$ cat src/rtl/ring_pkg.sv
// Shared ring definitions: slot types, arbiter states, field widths.
package ring_pkg;

    localparam int DATA_W = 32;
    localparam int SRC_W  = 4;
    localparam int TYPE_W = 4;

    localparam logic [TYPE_W-1:0] SLOT_TOKEN   = 4'd1;
    localparam logic [TYPE_W-1:0] SLOT_ADDR    = 4'd2;
    localparam logic [TYPE_W-1:0] SLOT_WDATA   = 4'd3;
    localparam logic [TYPE_W-1:0] SLOT_AREQ    = 4'd5;
    localparam logic [TYPE_W-1:0] SLOT_GEXCL   = 4'd6;
    localparam logic [TYPE_W-1:0] SLOT_NULL    = 4'd7;

    localparam logic [SRC_W-1:0]  MASTER_CORE  = 4'd1;

    typedef enum logic [1:0] {
        ST_INJECT  = 2'd0,
        ST_IDLE    = 2'd1,
        ST_HOLD    = 2'd2,
        ST_RELEASE = 2'd3
    } arb_state_e;

endpackage

$ cat src/rtl/ring_token_arbiter_if.sv
// Ring slot and requester bundle around the token arbiter.
interface ring_token_arbiter_if #(
    parameter int N_REQ = 3
);
    import ring_pkg::*;

    logic [SRC_W-1:0]        whichCore;
    logic [DATA_W-1:0]       RingIn;
    logic [TYPE_W-1:0]       SlotTypeIn;
    logic [SRC_W-1:0]        SourceIn;
    logic [N_REQ-1:0]        want;
    logic [N_REQ-1:0]        drive;
    logic [DATA_W*N_REQ-1:0] reqRingOut;
    logic [TYPE_W*N_REQ-1:0] reqSlotTypeOut;
    logic [N_REQ-1:0]        acquire;
    logic [DATA_W-1:0]       RingOut;
    logic [TYPE_W-1:0]       SlotTypeOut;
    logic [SRC_W-1:0]        SourceOut;
    logic                    holding;
    logic                    holdError;

    modport master (
        output whichCore, RingIn, SlotTypeIn, SourceIn,
        output want, drive, reqRingOut, reqSlotTypeOut,
        input  acquire, RingOut, SlotTypeOut, SourceOut,
        input  holding, holdError
    );

    modport slave (
        input  whichCore, RingIn, SlotTypeIn, SourceIn,
        input  want, drive, reqRingOut, reqSlotTypeOut,
        output acquire, RingOut, SlotTypeOut, SourceOut,
        output holding, holdError
    );

endinterface

$ cat src/rtl/ring_token_arbiter_rr_pick.sv
// Combinational round-robin one-hot picker starting at ptr_i.
module rr_pick #(
    parameter int N = 3,
    parameter int W = $clog2(N)
) (
    input  logic [N-1:0] req_i,
    input  logic [W-1:0] ptr_i,
    output logic [N-1:0] gnt_o
);

    logic         found;
    logic [W:0]   sum;
    logic [W-1:0] idx;

    always_comb begin
        gnt_o = '0;
        found = 1'b0;
        sum   = '0;
        idx   = '0;
        for (int k = 0; k < N; k++) begin
            sum = {1'b0, ptr_i} + (W+1)'(k);
            if (sum >= (W+1)'(N)) begin
                sum = sum - (W+1)'(N);
            end
            idx = sum[W-1:0];
            if (!found && req_i[idx]) begin
                gnt_o[idx] = 1'b1;
                found      = 1'b1;
            end
        end
    end

endmodule

$ cat src/rtl/ring_token_arbiter.sv
// Token capture, round-robin grant and ring output mux for one core.
// RING_ARB_WATCHDOG_EN adds a hold counter that forces release at MAX_HOLD.
module ring_token_arbiter
    import ring_pkg::*;
#(
    parameter int N_REQ    = 3,
    parameter int MAX_HOLD = 64
) (
    input logic                  clock,
    input logic                  reset,
    ring_token_arbiter_if.slave  bus
);

    localparam int PTR_W = $clog2(N_REQ);

    if (N_REQ < 2 || N_REQ > 8 || MAX_HOLD < 2) begin : g_bad_param
        $error("ring_token_arbiter: unsupported parameters");
    end

    arb_state_e       state_q, state_d;
    logic [PTR_W-1:0] rr_ptr_q, rr_ptr_d;
    logic [PTR_W-1:0] owner_q, owner_d;
    logic             err_q, err_d;

    logic [N_REQ-1:0] grant;
    logic [N_REQ-1:0] drv_first;
    logic [PTR_W-1:0] grant_idx;
    logic [PTR_W-1:0] drv_idx;
    logic [PTR_W-1:0] rr_next;

    logic             is_master;
    logic             tok_in;
    logic             any_want;
    logic             any_drive;
    logic             multi_drive;
    logic             own_drive;
    logic             own_sel;
    logic             capture;
    logic             tok_emit;
    logic             kill;
    logic             wd_fire;

    logic [DATA_W-1:0] req_data [N_REQ];
    logic [TYPE_W-1:0] req_type [N_REQ];

    assign is_master   = (bus.whichCore == MASTER_CORE);
    assign tok_in      = (bus.SlotTypeIn == SLOT_TOKEN);
    assign any_want    = |bus.want;
    assign any_drive   = |bus.drive;
    assign multi_drive = |(bus.drive & (bus.drive - N_REQ'(1)));
    assign own_drive   = bus.drive[owner_q];
    assign own_sel     = (state_q == ST_HOLD) && own_drive;
    assign capture     = (state_q == ST_IDLE) && tok_in && any_want;
    assign tok_emit    = (state_q == ST_RELEASE) ||
                         ((state_q == ST_INJECT) && is_master);
    assign bus.holding = (state_q == ST_HOLD) ||
                         (state_q == ST_RELEASE);
    assign bus.holdError = err_q;

    // A Token we capture, or a duplicate seen while holding, leaves as Null.
    assign kill = tok_in && (capture || bus.holding);

    rr_pick #(.N(N_REQ)) u_grant_pick (
        .req_i (bus.want),
        .ptr_i (rr_ptr_q),
        .gnt_o (grant)
    );

    rr_pick #(.N(N_REQ)) u_drive_pick (
        .req_i (bus.drive),
        .ptr_i ('0),
        .gnt_o (drv_first)
    );

    always_comb begin
        grant_idx = '0;
        drv_idx   = '0;
        for (int i = 0; i < N_REQ; i++) begin
            req_data[i] = bus.reqRingOut[i*DATA_W +: DATA_W];
            req_type[i] = bus.reqSlotTypeOut[i*TYPE_W +: TYPE_W];
            if (grant[i]) grant_idx = PTR_W'(i);
            if (drv_first[i]) drv_idx = PTR_W'(i);
        end
    end

    assign rr_next = (grant_idx == PTR_W'(N_REQ - 1)) ?
                     '0 : grant_idx + PTR_W'(1);

`ifdef RING_ARB_WATCHDOG_EN
    localparam int CNT_W = $clog2(MAX_HOLD);

    logic [CNT_W-1:0] hold_cnt_q, hold_cnt_d;

    assign wd_fire = (state_q == ST_HOLD) &&
                     (hold_cnt_q == CNT_W'(MAX_HOLD - 1));

    always_comb begin
        hold_cnt_d = hold_cnt_q;
        if (capture) begin
            hold_cnt_d = '0;
        end else if (own_sel && hold_cnt_q != '1) begin
            hold_cnt_d = hold_cnt_q + CNT_W'(1);
        end
    end

    always_ff @(posedge clock or posedge reset) begin
        if (reset) begin
            hold_cnt_q <= '0;
        end else begin
            hold_cnt_q <= hold_cnt_d;
        end
    end
`else
    assign wd_fire = 1'b0;
`endif

    always_comb begin
        state_d     = state_q;
        rr_ptr_d    = rr_ptr_q;
        owner_d     = owner_q;
        err_d       = err_q;
        bus.acquire = '0;
        unique case (state_q)
            ST_INJECT: begin
                // The initial Token is only lost if a resend took the slot.
                if (!is_master || !any_drive) begin
                    state_d = ST_IDLE;
                end
            end
            ST_IDLE: begin
                if (capture) begin
                    bus.acquire = grant;
                    owner_d     = grant_idx;
                    rr_ptr_d    = rr_next;
                    state_d     = ST_HOLD;
                end
            end
            ST_HOLD: begin
                if (!own_drive) begin
                    state_d = ST_RELEASE;
                end else if (wd_fire) begin
                    state_d = ST_RELEASE;
                    err_d   = 1'b1;
                end
            end
            ST_RELEASE: begin
                if (!any_drive) begin
                    state_d = ST_IDLE;
                end
            end
            default: begin
                state_d = ST_INJECT;
            end
        endcase
        if (tok_in && bus.holding) begin
            err_d = 1'b1;
        end
        if (multi_drive) begin
            err_d = 1'b1;
        end
    end

    always_comb begin
        bus.RingOut     = bus.RingIn;
        bus.SlotTypeOut = bus.SlotTypeIn;
        bus.SourceOut   = bus.SourceIn;
        if (!reset) begin
            if (own_sel) begin
                bus.RingOut     = req_data[owner_q];
                bus.SlotTypeOut = req_type[owner_q];
                bus.SourceOut   = bus.whichCore;
            end else if (any_drive) begin
                bus.RingOut     = req_data[drv_idx];
                bus.SlotTypeOut = req_type[drv_idx];
                bus.SourceOut   = bus.whichCore;
            end else if (tok_emit) begin
                bus.RingOut     = '0;
                bus.SlotTypeOut = SLOT_TOKEN;
                bus.SourceOut   = bus.whichCore;
            end else if (kill) begin
                bus.SlotTypeOut = SLOT_NULL;
            end
        end
    end

    always_ff @(posedge clock or posedge reset) begin
        if (reset) begin
            state_q  <= ST_INJECT;
            rr_ptr_q <= '0;
            owner_q  <= '0;
            err_q    <= 1'b0;
        end else begin
            state_q  <= state_d;
            rr_ptr_q <= rr_ptr_d;
            owner_q  <= owner_d;
            err_q    <= err_d;
        end
    end

endmodule

$ cat src/flat_wrapper.sv
// flat-port wrapper written by rule: the top's interface ports become plain ports
module ring_token_arbiter_flat import ring_pkg::*;
#(
    parameter int N_REQ    = 3,
    parameter int MAX_HOLD = 64
)
  (clock, reset, bus_whichCore, bus_RingIn, bus_SlotTypeIn, bus_SourceIn, bus_want, bus_drive, bus_reqRingOut, bus_reqSlotTypeOut, bus_acquire, bus_RingOut, bus_SlotTypeOut, bus_SourceOut, bus_holding, bus_holdError);
  ring_token_arbiter_if #(.N_REQ(N_REQ)) bus_i ();
  input logic clock;
  input logic reset;
  input wire logic [$bits(bus_i.whichCore)-1:0] bus_whichCore;
  input wire logic [$bits(bus_i.RingIn)-1:0] bus_RingIn;
  input wire logic [$bits(bus_i.SlotTypeIn)-1:0] bus_SlotTypeIn;
  input wire logic [$bits(bus_i.SourceIn)-1:0] bus_SourceIn;
  input wire logic [$bits(bus_i.want)-1:0] bus_want;
  input wire logic [$bits(bus_i.drive)-1:0] bus_drive;
  input wire logic [$bits(bus_i.reqRingOut)-1:0] bus_reqRingOut;
  input wire logic [$bits(bus_i.reqSlotTypeOut)-1:0] bus_reqSlotTypeOut;
  output wire logic [$bits(bus_i.acquire)-1:0] bus_acquire;
  output wire logic [$bits(bus_i.RingOut)-1:0] bus_RingOut;
  output wire logic [$bits(bus_i.SlotTypeOut)-1:0] bus_SlotTypeOut;
  output wire logic [$bits(bus_i.SourceOut)-1:0] bus_SourceOut;
  output wire logic [$bits(bus_i.holding)-1:0] bus_holding;
  output wire logic [$bits(bus_i.holdError)-1:0] bus_holdError;
  assign bus_i.whichCore = bus_whichCore;
  assign bus_i.RingIn = bus_RingIn;
  assign bus_i.SlotTypeIn = bus_SlotTypeIn;
  assign bus_i.SourceIn = bus_SourceIn;
  assign bus_i.want = bus_want;
  assign bus_i.drive = bus_drive;
  assign bus_i.reqRingOut = bus_reqRingOut;
  assign bus_i.reqSlotTypeOut = bus_reqSlotTypeOut;
  assign bus_acquire = bus_i.acquire;
  assign bus_RingOut = bus_i.RingOut;
  assign bus_SlotTypeOut = bus_i.SlotTypeOut;
  assign bus_SourceOut = bus_i.SourceOut;
  assign bus_holding = bus_i.holding;
  assign bus_holdError = bus_i.holdError;
  ring_token_arbiter #(.N_REQ(N_REQ), .MAX_HOLD(MAX_HOLD)) u_core (.clock(clock), .reset(reset), .bus(bus_i));
endmodule
$ cat config.mk
export PLATFORM = sky130hd
export DESIGN_NAME = ring_token_arbiter_flat
export DESIGN_NICKNAME = d
export VERILOG_FILES = /design/src/rtl/ring_pkg.sv /design/src/rtl/ring_token_arbiter_if.sv /design/src/rtl/ring_token_arbiter_rr_pick.sv /design/src/rtl/ring_token_arbiter.sv /design/src/flat_wrapper.sv
export SDC_FILE = /design/constraint.sdc
export NUM_CORES = 1
export LEC_CHECK = 0
export ABC_AREA = 0
export CORE_UTILIZATION = 33
export DETAILED_ROUTE_END_ITERATION = 16
export PLACE_DENSITY = 0.8
export SLEW_MARGIN = 20
export SYNTH_ARGS = -nofsm -noshare
export SYNTH_HDL_FRONTEND = slang
export SYNTH_SLANG_ARGS = --single-unit
$ cat constraint.sdc
create_clock -name clock -period 2.8 [get_ports clock]
set_clock_uncertainty 0.1 [all_clocks]
set_input_delay 0.28 -clock clock [delete_from_list [all_inputs] [get_ports clock]]
set_output_delay 0.28 -clock clock [all_outputs]
set_load 0.005 [all_outputs]
# --- Word level (Yosys, flattened, before mapping) ---
# Index checks and enable logic that the tools add are counted.
totals:
  register_bits: 7
  output_inout_bits: 45
  elab_cells: 134
op_classes:
  add_sub_neg: 7
  n_lt_le_gt_ge: 12
  eq_ne: 10
  n_mux: 66
  n_bitwise: 5
  n_reduce_logical: 30
ops:
  columns: ["operator", "n"]
  rows:
  - ["two-way mux 32 bit", 8]
  - ["binary-select mux 32 bit (select 2 bit)", 2]
  - ["two-way mux 4 bit", 13]
  - ["two-way mux 2 bit", 11]
  - ["two-way mux 3 bit", 6]
  - ["binary-select mux 4 bit (select 2 bit)", 2]
  - ["two-way mux 1 bit", 16]
  - ["logical AND 1 bit", 13]
  - ["< comparator 2 x 3 -> 1 bit, second input constant", 4]
  - ["OR reduction 3 bit", 3]
  - ["binary-select mux 1 bit (select 2 bit)", 4]
  - ["== test 4 x 1 -> 1 bit, second input constant", 2]
  - ["case mux 2 bit (4 select lines)", 1]
  - ["demux 1 bit (select 2 bit)", 3]
  - ["== test 2 bit, second input constant", 3]
  - [">= comparator 2 x 1 -> 1 bit, second input constant", 3]
  - [">= comparator 3 x 2 -> 1 bit, second input constant", 2]
  - [">= comparator 3 bit, second input constant", 2]
  - ["zero test 1 bit", 6]
  - ["!= test 2 bit, second input constant", 3]
  - ["inverter 2 -> 3 bit", 2]
  - ["bitwise OR 3 bit", 2]
  - ["subtractor 2 bit, second input constant", 3]
  - ["logical OR 1 bit", 4]
  - ["other kinds (12)", 12]

# --- Longest topological paths before layout ---
logic_depth:
  word_depth: 16
  ltp_mapped: 11

# --- Cells and area by module ---
# From an unflattened synthesis, not the netlist that was laid out.
unflattened:
  hier_cells: 483
  hier_area_um2: 3215.6
modules_own_cells:
  columns: ["module", "instances", "cells_each", "area_each_um2", "seq_area_each_um2"]
  rows:
  - ["ring_token_arbiter", 1, 415, 2695.1, 150.1]
  - ["rr_pick", 2, 34, 260.2, 0.0]

# --- Least setup slack after synthesis ---
# OpenSTA, ideal clock, no wires.
synth_path:
  kind: "register to output"
  from: "register, netlist name u_core.owner_q[0]"
  to: "output port bus_acquire[2]"
  arrival_time_ps: 2318
  required_ps: 2420
  slack_ps: 102
  stages_incl_launch_ff: 12
  n_path_buf: 4
  path_cell_list: "dfrtp_1 -> buf_2 -> buf_4 -> buf_2 -> inv_1 -> ha_1 -> buf_2 -> mux2i_1 -> o21ai_0 -> a21oi_1 -> o21ai_0 -> and2_1"
synth_rtl:
  columns: ["item", "line_no", "source"]
  rows:
  - ["end, declared", "flat_wrapper.sv:19", "output wire logic [$bits(bus_i.acquire)-1:0] bus_acquire;"]

# --- Final worst setup path ---
layout_path:
  from: "input port bus_drive[1]"
  to: "output port bus_RingOut[9]"
layout_between:
  elab_chain_len: 13
  word_cells_on_any_way: 19
  classes_between: "mux: 13; bitwise: 1; reduce/logical: 5"
layout_lines:
  columns: ["item", "line_no", "source"]
  rows:
  - ["start, declared", "flat_wrapper.sv:16", "input wire logic [$bits(bus_i.drive)-1:0] bus_drive;"]
  - ["logical AND 1 bit", "ring_token_arbiter_rr_pick.sv:26", "if (!found && req_i[idx]) begin"]
  - ["two-way mux 1 bit", "ring_token_arbiter_rr_pick.sv:26", null]
  - ["zero test 1 bit", "ring_token_arbiter_rr_pick.sv:26", null]
  - ["logical AND 1 bit", "ring_token_arbiter_rr_pick.sv:26", null]
  - ["two-way mux 3 bit", "ring_token_arbiter_rr_pick.sv:26", null]
  - ["two-way mux 2 bit", "ring_token_arbiter.sv:82", "if (drv_first[i]) drv_idx = PTR_W'(i);"]
  - ["inverter 2 -> 3 bit (implied by the code)", "ring_token_arbiter.sv:173", "bus.RingOut = req_data[drv_idx];"]
  - ["binary-select mux 32 bit (select 2 bit)", "ring_token_arbiter.sv:173", null]
  - ["two-way mux 32 bit (implied by the code) (2 in a row)", "ring_token_arbiter.sv:173", null]
  - ["two-way mux 32 bit", "ring_token_arbiter.sv:172", "end else if (any_drive) begin"]
  - ["two-way mux 32 bit *", "ring_token_arbiter.sv:168", "if (own_sel) begin"]
  - ["two-way mux 32 bit *", "ring_token_arbiter.sv:167", "if (!reset) begin"]
  - ["end, declared", "flat_wrapper.sv:20", "output wire logic [$bits(bus_i.RingOut)-1:0] bus_RingOut;"]
# Mark *: on every way between the ends. The rest lies on a longest branch, timed or not. The select of a mux whose other input is x is not followed.

==> qor.yml <==
ios: 205
maxCapViolations: 0
post-route-util_pct: 65.1
gp_congestion: 0.818
wl_per_cell_um: 18.4
cts_buffer_depth: 2
coreArea_sq_um: 8340
p_int_mw: 1.31
die_area_sq_um: 9120
via_per_inst: 6.04
postSynthAreaPerCell_sq_um: 6.15
initial_core_util_pct: 34.6
finalMaxSlewViolations: 0
hold_viol_final: 0
required_ns: 2.42
r2r_slack_ns: 0.64
regArea_sq_um: 151
path_clk_slew_ns: 0.04
grt_usage_pct: 28.9
fin_nets: 841
peakVddDrop_uv: 388
detail_route.iter0.violations: 345
drive_gt1_share_pct: 10.3
slew_headroom_pct: 63.9
critical_path_class: "in2out"
route.detailed.drc: 0
setup_viol: 0
power_frac_seq_pct: 6.9
yosysTopAreaCell: "o22ai_1"
max_freq_mhz: 364
ant_nets: 0
worstMarginPinSlew_ns: 0.533
n_fill_cell: 744
min_period_ns: 2.75
yosysWarningCount: 0
powerDensity_nw_per_um2: 441
antenna_found_initial: 0
grt_max_degree: 37
power.switching_mw: 1.08
cts-buffers-inserted: 3
multi_input_area_sq_um: 2500
syn_nets: 638
vias: 4684
leakagePower_nw: 2.32
clockPowerShare_pct: 6.1
total_power_mw: 2.39
crit_fanout: 5
dr.pass1.iters: 5
grt_pass1_vias: 4475
status: "complete, no violations"
cp-start-kind: "input port"
synth_seq_cells: 6
root_buffer: "clkbuf_8"
fp.dieH_um: 95.5
fin_crit_sh_pct: 98.2
p_sw_share_pct: 45.1
ys.flop_type: "dfrtp_1"
overflow: 0
synth_area_sq_um: 2880
rsz0062_at_grt: "true"
grt_pass1_wl_um: 21100
endpoint_kind: "primary output"
combinationalPowerShare_pct: 87.1
post-dp-hpwl_um: 10500
critPathArrivalTime_ns: 2.37
netlist_top_cells_area: "o22ai_1 (14%), mux2i_1 (14%), nand2_1 (11%)"
synthCells: 469
rows: 33
synth_top_area_share_pct: 14.3
async_flop_share_pct: 100
area_growth_pct: 88.2
portBuffers: 204
num_antenna_cells: 0
routed_wl_um: 14300
worstHoldPathType: "reg2reg"
die_x_um: 95.5
cts.sinks: 6
synth_edf_count: 0
h-tree-depth: 1
insertion_delay_ns: 0.23
cts_tree: "yes"
hold_buffers: 0
ys_seq_area_share_pct: 5.21
ys_types: 44
## cell usage in the layout (no fill, tap or decap), types with 7 or more instances in the layout
master	synthesis	final
clkdlybuf4s50_1	0	168
nand2_1	86	86
o22ai_1	66	66
o21ai_0	48	44
a21oi_1	46	44
mux2i_1	40	40
buf_4	4	35
o21ai_1	29	33
a22oi_1	33	33
dlymetal6s2s_1	0	32
inv_1	9	7
## cells in the mapped netlist, types with 2 or more instances
library cell and number:
a21o_1 2, a21oi_1 46, a222oi_1 2, a22oi_1 33
and2_1 2, buf_1 2, buf_2 17, buf_4 4
clkbuf_1 27, clkinv_1 2, dfrtp_1 6, ha_1 9
inv_1 9, mux2i_1 40, nand2_1 86, nand3b_1 3
nor2_1 2, nor2b_1 5, nor4b_1 2, o211ai_1 2
o21ai_0 48, o21ai_1 29, o22ai_1 66, o31ai_1 3
or3_1 3
## layer usage
layer	global-route usage [%]	vias to the layer above	part of all wire [%]
met5	0	-	0
met1	33.1	2170	38
met3	3.19	49	9.0
met4	13.7	0	4.1
met2	52.9	288	49
li1	-	2177	-
## worst max-delay path: stages
cell	delay, ns
clkdlybuf4s50_1	0.46
mux2_4	0.27
a32o_2	0.28
buf_4	0.17
o211ai_1	0.07
o21ai_0	0.14
o21ai_0	0.17
clkdlybuf4s50_1	0.52
## timing repair
action,4_1_cts,5_1_grt
endpoints found under the setup margin,33,38
cloned,0,1
gates resized for setup,10,49
buffers inserted,2,3
pin swaps,3,3
## final timing paths
kind,endpoint,cells after the start,start
setup reg to reg,u_core.state_q[1],9,u_core.state_q[0]
max in group asynchronous,u_core.owner_q[0],3,reset
min in group asynchronous,u_core.rr_ptr_q[0],3,reset
hold reg to reg,u_core.bus.holdError,1,u_core.bus.holdError
hold / removal,u_core.bus.holdError,1,u_core.bus.holdError
setup / recovery,bus_RingOut[9],8,bus_drive[1]
## logic make-up (layout without fill, tap and decap cells)
group,Yosys count,in the layout,synth area share (%)
AOI/OAI and AO/OA,237,237,48.9
adders and majority gates,9,9,3.90
buffers and inverters,62,264,9.59
DFF,6,6,5.21
muxes,43,43,15.2
and+or+nand+nor,112,112,17.3
## metrics by stage
| step | setup slack, ns | cells | cell area, sq um | hold WS (ns) | TNS [ns] |
|---|---|---|---|---|---|
| final | 0.0497 | 776 | 5430 | 0.386 | 0 |
| after global routing | -0.0740 | 776 | 5430 | 0.425 | -0.166 |
| after CTS | 0.00119 | 772 | 5250 | 0.401 | 0 |
| after detailed placement | -0.0363 | 766 | 5180 | 0.385 | -0.0598 |
| after global placement | 0.00920 | 766 | 5180 | 0.377 | 0 |
| after floorplan | 0.102 | 469 | 2880 | 0.364 | 0 |
## sequential cells by signal, summed over array words and instances (netlist names)
signal,cells
u_core.state_q,2
u_core.owner_q,2
u_core.bus.holdError,1
u_core.rr_ptr_q,1
## final cells by class
| cell class | instances | share of cell area [%] |
|---|---|---|
| clock buffer | 4 | 0.830 |
| inverter | 11 | 0.761 |
| multi-input combinational | 401 | 46.1 |
| sequential | 6 | 2.79 |
| tap | 105 | 2.42 |
| timing repair buffer | 249 | 47.1 |
## power by group through the flow
stage	logic [mW]	clock network [mW]	registers [mW]
6_report	2.08	0.145	0.165
5_1_grt	2.25	0.150	0.168
4_1_cts	1.99	0.146	0.161
3_5_place_dp	1.95	0	0.161
3_3_place_gp	1.90	0	0.157
2_1_floorplan	1.12	0	0.142
No activity file was read; power rests on OpenSTA's default activity.
